===== config.mk =====
export PLATFORM = sky130hd
export DESIGN_NAME = ber_check
export DESIGN_NICKNAME = d
export VERILOG_FILES = /design/src/rtl/ber_check.sv
export SDC_FILE = /design/constraint.sdc
export NUM_CORES = 1
export LEC_CHECK = 0
export CAP_MARGIN = 15
export CELL_PAD_IN_SITES_DETAIL_PLACEMENT = 1
export CELL_PAD_IN_SITES_GLOBAL_PLACEMENT = 1
export CORE_MARGIN = 2
export CORE_UTILIZATION = 43
export CTS_CLUSTER_DIAMETER = 120
export DETAILED_ROUTE_END_ITERATION = 10
export PLACE_DENSITY = 0.85
export SLEW_MARGIN = 20
export SYNTH_ARGS = -nofsm -noshare
export SYNTH_HDL_FRONTEND = slang
export SYNTH_SLANG_ARGS = --single-unit

===== constraint.sdc =====
create_clock -name CLK -period 8.6 [get_ports CLK]
set_input_delay 1.72 -clock CLK [delete_from_list [all_inputs] [get_ports CLK]]
set_output_delay 1.72 -clock CLK [all_outputs]
set_load 0.05 [all_outputs]

===== src/rtl/ber_check.sv =====
// PRBS7/15/23/31 self-synchronising checker with saturating received-bit and
// error counters for the BER display. Hunts for alignment, then free-runs.
module ber_check #(
  parameter int LOCK_MATCH   = 64,
  parameter int WIN_LEN_LOG2 = 10,
  parameter int LOSS_THR     = 256
) (
  input  logic        CLK,
  input  logic        RST,
  input  logic [1:0]  PRBS_SEL,
  input  logic        DIN,
  input  logic        DIN_VALID,
  input  logic        CLEAR,
  output logic        LOCKED,
  output logic        LOCK_LOST,
  output logic [57:0] RECV_CNT,
  output logic [63:0] ERR_CNT
);

  // Bit stream: DIN is consumed on every CLK edge with DIN_VALID high; there is
  // no ready/back-pressure, so the source may hold DIN_VALID high every cycle.

  localparam int MW = $clog2(LOCK_MATCH + 1);
  localparam int EW = $clog2(LOSS_THR + 1);

  typedef enum logic {ST_HUNT = 1'b0, ST_LOCKED = 1'b1} state_t;

  state_t                  state;
  logic [30:0]             sr;
  logic [MW-1:0]           match_cnt;
  logic [WIN_LEN_LOG2-1:0] win_bits;
  logic [EW-1:0]           win_errs;
  logic [1:0]              prev_sel;
  logic [57:0]             recv_cnt;
  logic [63:0]             err_cnt;
  logic                    lock_lost;

  logic          p;
  logic [30:0]   win_mask;
  logic          win_nz;
  logic          err;
  logic          sel_change;
  logic          recv_full;
  logic          err_full;
  logic          win_end;
  logic [EW-1:0] win_errs_next;

  always_comb begin
    p        = 1'b0;
    win_mask = '0;
    case (PRBS_SEL)
      2'd0:    begin p = sr[6]  ^ sr[5];  win_mask = 31'h0000_007F; end
      2'd1:    begin p = sr[14] ^ sr[13]; win_mask = 31'h0000_7FFF; end
      2'd2:    begin p = sr[22] ^ sr[17]; win_mask = 31'h007F_FFFF; end
      default: begin p = sr[30] ^ sr[27]; win_mask = 31'h7FFF_FFFF; end
    endcase
  end

  assign win_nz     = |(sr & win_mask);
  assign err        = p ^ DIN;
  assign sel_change = (PRBS_SEL != prev_sel);
  assign recv_full  = &recv_cnt;
  assign err_full   = &err_cnt;
  assign win_end    = &win_bits;
  // Window error count saturates at the threshold; beyond it the verdict is fixed.
  assign win_errs_next = (err && (win_errs < EW'(LOSS_THR))) ? win_errs + EW'(1) : win_errs;

  always_ff @(posedge CLK) begin
    if (RST) begin
      state     <= ST_HUNT;
      sr        <= '0;
      match_cnt <= '0;
      win_bits  <= '0;
      win_errs  <= '0;
      prev_sel  <= PRBS_SEL;
      recv_cnt  <= '0;
      err_cnt   <= '0;
      lock_lost <= 1'b0;
    end else begin
      prev_sel  <= PRBS_SEL;
      lock_lost <= 1'b0;
      if (CLEAR) begin
        state     <= ST_HUNT;
        match_cnt <= '0;
        win_bits  <= '0;
        win_errs  <= '0;
        recv_cnt  <= '0;
        err_cnt   <= '0;
      end else if (sel_change) begin
        // Counters survive a polynomial change; only alignment restarts.
        state     <= ST_HUNT;
        match_cnt <= '0;
        win_bits  <= '0;
        win_errs  <= '0;
      end else if (DIN_VALID) begin
        case (state)
          ST_HUNT: begin
            sr <= {sr[29:0], DIN};
            if (!err && win_nz) begin
              if (match_cnt == MW'(LOCK_MATCH - 1)) begin
                state     <= ST_LOCKED;
                match_cnt <= '0;
                win_bits  <= '0;
                win_errs  <= '0;
              end else begin
                match_cnt <= match_cnt + MW'(1);
              end
            end else begin
              match_cnt <= '0;
            end
          end
          ST_LOCKED: begin
            // Free-run on the prediction so a line error is counted only once.
            sr <= {sr[29:0], p};
            if (!recv_full) begin
              recv_cnt <= recv_cnt + 58'd1;
              if (err && !err_full) err_cnt <= err_cnt + 64'd1;
            end
            if (win_end) begin
              win_bits <= '0;
              win_errs <= '0;
              if (win_errs_next >= EW'(LOSS_THR)) begin
                state     <= ST_HUNT;
                lock_lost <= 1'b1;
              end
            end else begin
              win_bits <= win_bits + 1'b1;
              win_errs <= win_errs_next;
            end
          end
          default: state <= ST_HUNT;
        endcase
      end
    end
  end

  assign LOCKED    = (state == ST_LOCKED);
  assign LOCK_LOST = lock_lost;
  assign RECV_CNT  = recv_cnt;
  assign ERR_CNT   = err_cnt;

endmodule


==> summary.txt <==
Setup path
  – Crit Path Class: in -> reg
  – Critical-path top delay cell: nor3_1
  – Buf+Inv Stages, Crit Path: 1
  – Critical path arrival: 5060 ps
  – Startpoint types: input pin
  – Crit path max-delay family: simple AND/OR/NAND/NOR gates
  – Crit. End Element: flop
  – Crit-path cells: clkdlybuf4s50_1, mux4_2, xnor2_4, o21ai_1, nor3_1, a211oi_1, a31o_2
  – CP required: 8920 ps
  – WP depth: 7
  – Crit Path Max Fanout: 14
  – Slowest Stage Delay on Critical Path: 940 ps
  – Reg2Reg Depth: 7

Synth
  – #FFs+latches synth: 183
  – Mapped Area: 8580 um2
  – Synth top area share: 42.7%
  – Cell count after synthesis: 1078
  – Yosys cell types: 52
  – Register area share after synthesis: 42.7%
  – Synth warn: 0
  – Synth Net Count: 1090
  – Ys flop type: dfxtp_1
  – Synth area leaders: dfxtp_1, xnor2_1, nand2_1
  – Post-Syn Area per Cell: 7.96 um2
  – Synth cell count leaders: dfxtp_1, nand2_1, nor2_1, a21oi_1, xnor2_1
  – Synth area leader: dfxtp_1
  – Number of synthesized flops with an enable pin: 0
  – Asr flop ratio synth: 0%
  – Top-count cell post-synth: dfxtp_1

Power and ir drop
  – VDD IR max: 0.144 mV
  – Pwr dens: 156 nW/um2
  – Total power: 1.67 mW
  – Leak: 3.14 nW

Floorplanning
  – Die area: 21100 um2
  – Initial Util: 44.0%
  – Die Y: 145 um
  – Std-Cell Rows: 51
  – Core Region: 19500 um2
  – I/O Pins: 131
  – DIE WIDTH: 145 um

Routing
  – WL met1: 11300 um
  – Via count: 8387
  – WL met3: 922 um
  – ANT nets after route: 0
  – Met2 WL: 13100 um
  – First-pass DRT Iterations: 5
  – Drt via density: 5.71
  – Final WL: 25800 um
  – # DRC: 0
  – Top Layer Used: met4
  – DR WL/cell: 17.6 um
  – Initial DRC Count: 365

GRT
  – First-pass GRT wire length: 42800 um
  – Vias in the first global route: 8465
  – Largest net degree at the start of global routing: 88
  – Total gr overflow: 0
  – Antenna violations before repair: 0
  – GRT Util Overall: 24.4%

Clock network
  – CTS Buf Count: 17
  – H-tree depth: 4
  – Post-CTS Hold Buffers: 0
  – Clk pin slew, worst setup/hold paths: 70 ps
  – Postcts setup bufs: 0
  – CTS tree: built
  – PostCTS Resize Cnt: 0
  – Clock sinks: 183
  – Worst-skew pair later-pin latency: 440 ps
  – Clock Tree Root: clkbuf_16
  – Bufs on Longest Clock Path: 2

Timing
  – Total negative slack: 0 ps
  – Number of max-slew violations in the final report: 0
  – Finish-stage setup viols: 0
  – Fmax: 0.211 GHz
  – WHS: 434 ps
  – Worst slew pin tran: 1100 ps
  – Unrepaired setup endpoints after global routing: false
  – Max_slew headroom: 26.2%
  – Final period utilization: 55.1%
  – Fin. Hold Viols: 0
  – Clk_skew: 11.0 ps
  – Final Critical Period: 4740 ps

Cells and area
  – Finished Layout Cells: 1470
  – Ant. Diodes: 0
  – Synthesis-to-layout area growth: 24.7%
  – Nets: 1204
  – Layout cells sized above 1: 4.90%

Run
  – Max-cap violation count: 0

Placement
  – Hpwl dp: 18300 um
  – Port bufs: 130
  – Placed insts: 1438
  – Placer Congestion: 0.780

Hold path
  – Worst hold path depth: 2
  – Hold Path Class: reg -> reg

Run status
  – Outcome: completed
[power breakdown]
group          total [mW]  switching [mW]  internal (mW)  leakage, nW
Sequential          0.848        0.000392          0.848         1.47
Combinational      0.0367          0.0287        0.00792         1.38
Clock               0.788           0.347          0.441        0.286
[state kept, by name (all words and copies together), names as in the netlist]
signal,cells
ERR_CNT,64
RECV_CNT,58
sr,31
win_bits,10
win_errs,9
match_cnt,7
prev_sel,2
LOCKED,1
LOCK_LOST,1
[final timing paths]
| kind | from | endpoint | slack, ps |
|---|---|---|---|
| setup / recovery | PRBS_SEL[0] | ERR_CNT[57]$_SDFFE_PP0P_ | 3860 |
| hold reg to reg | match_cnt[6]$_SDFFE_PP0P_ | match_cnt[6]$_SDFFE_PP0P_ | 430 |
| setup reg to reg | RECV_CNT[32]$_SDFFE_PP0P_ | ERR_CNT[57]$_SDFFE_PP0P_ | 4770 |
| hold / removal | match_cnt[6]$_SDFFE_PP0P_ | match_cnt[6]$_SDFFE_PP0P_ | 430 |
[cells by family after synthesis]
logic type | share of synthesized area (%)
muxes | 0.977
buffers and inverters | 3.05
DFF | 42.7
adders and majority gates | 0.729
AOI/OAI and AO/OA | 10.6
xor gates and xnor gates | 10.0
and+or+nand+nor | 32.0
[cell type report]
class	count	area, um2
fill	2391	8820
clock inverter	12	143
sequential	183	3660
inverter	25	93.8
tap	265	332
clock buffer	20	447
timing repair buffer	139	1370
multi-input combinational	826	4660
[cells in the final DEF (no fill, tap or decap), types with 4 or more instances in the layout]
cell,count
dfxtp_1,183
nand2_1,145
nor2_1,142
clkdlybuf4s50_1,130
a21oi_1,77
xnor2_1,66
nand3_1,62
nor3_1,48
nand4_1,43
or3_1,32
nor4_1,29
xor2_1,29
o21ai_0,28
inv_1,25
clkbuf_16,17
and3_1,15
and2_1,13
or4_1,9
buf_4,9
a311oi_1,8
a31o_2,7
and4_1,6
nor4b_1,5
or2_2,5
mux2i_1,5
a31oi_1,5
ha_1,5
clkinv_4,5
nor3b_1,4
o211ai_1,4
[metal layers]
metal / vias to the layer above / track usage, %
li1: 4027 / -
met1: 4152 / 30.2
met2: 167 / 42.9
met3: 41 / 4.37
met4: 0 / 7.84
met5: - / 0
[worst reg2reg max path, delay by kind of cell, from the launching register on]
kind            cells  cell delay (ps)
simple gates        4             1940
compound gates      3             1380
flops               1              440
[metrics by stage]
stage                     instance area (um2)  setup WS [ps]  util, %
after detailed placement                10100           3450     51.8
after global routing                    10700           3640     54.8
after global placement                  10100           3520     51.8
final                                   10700           3860     54.8
after CTS                               10700           3910     54.8
after floorplan                          8580           4570        -
Note: power is estimated with default switching activity, not from simulation.
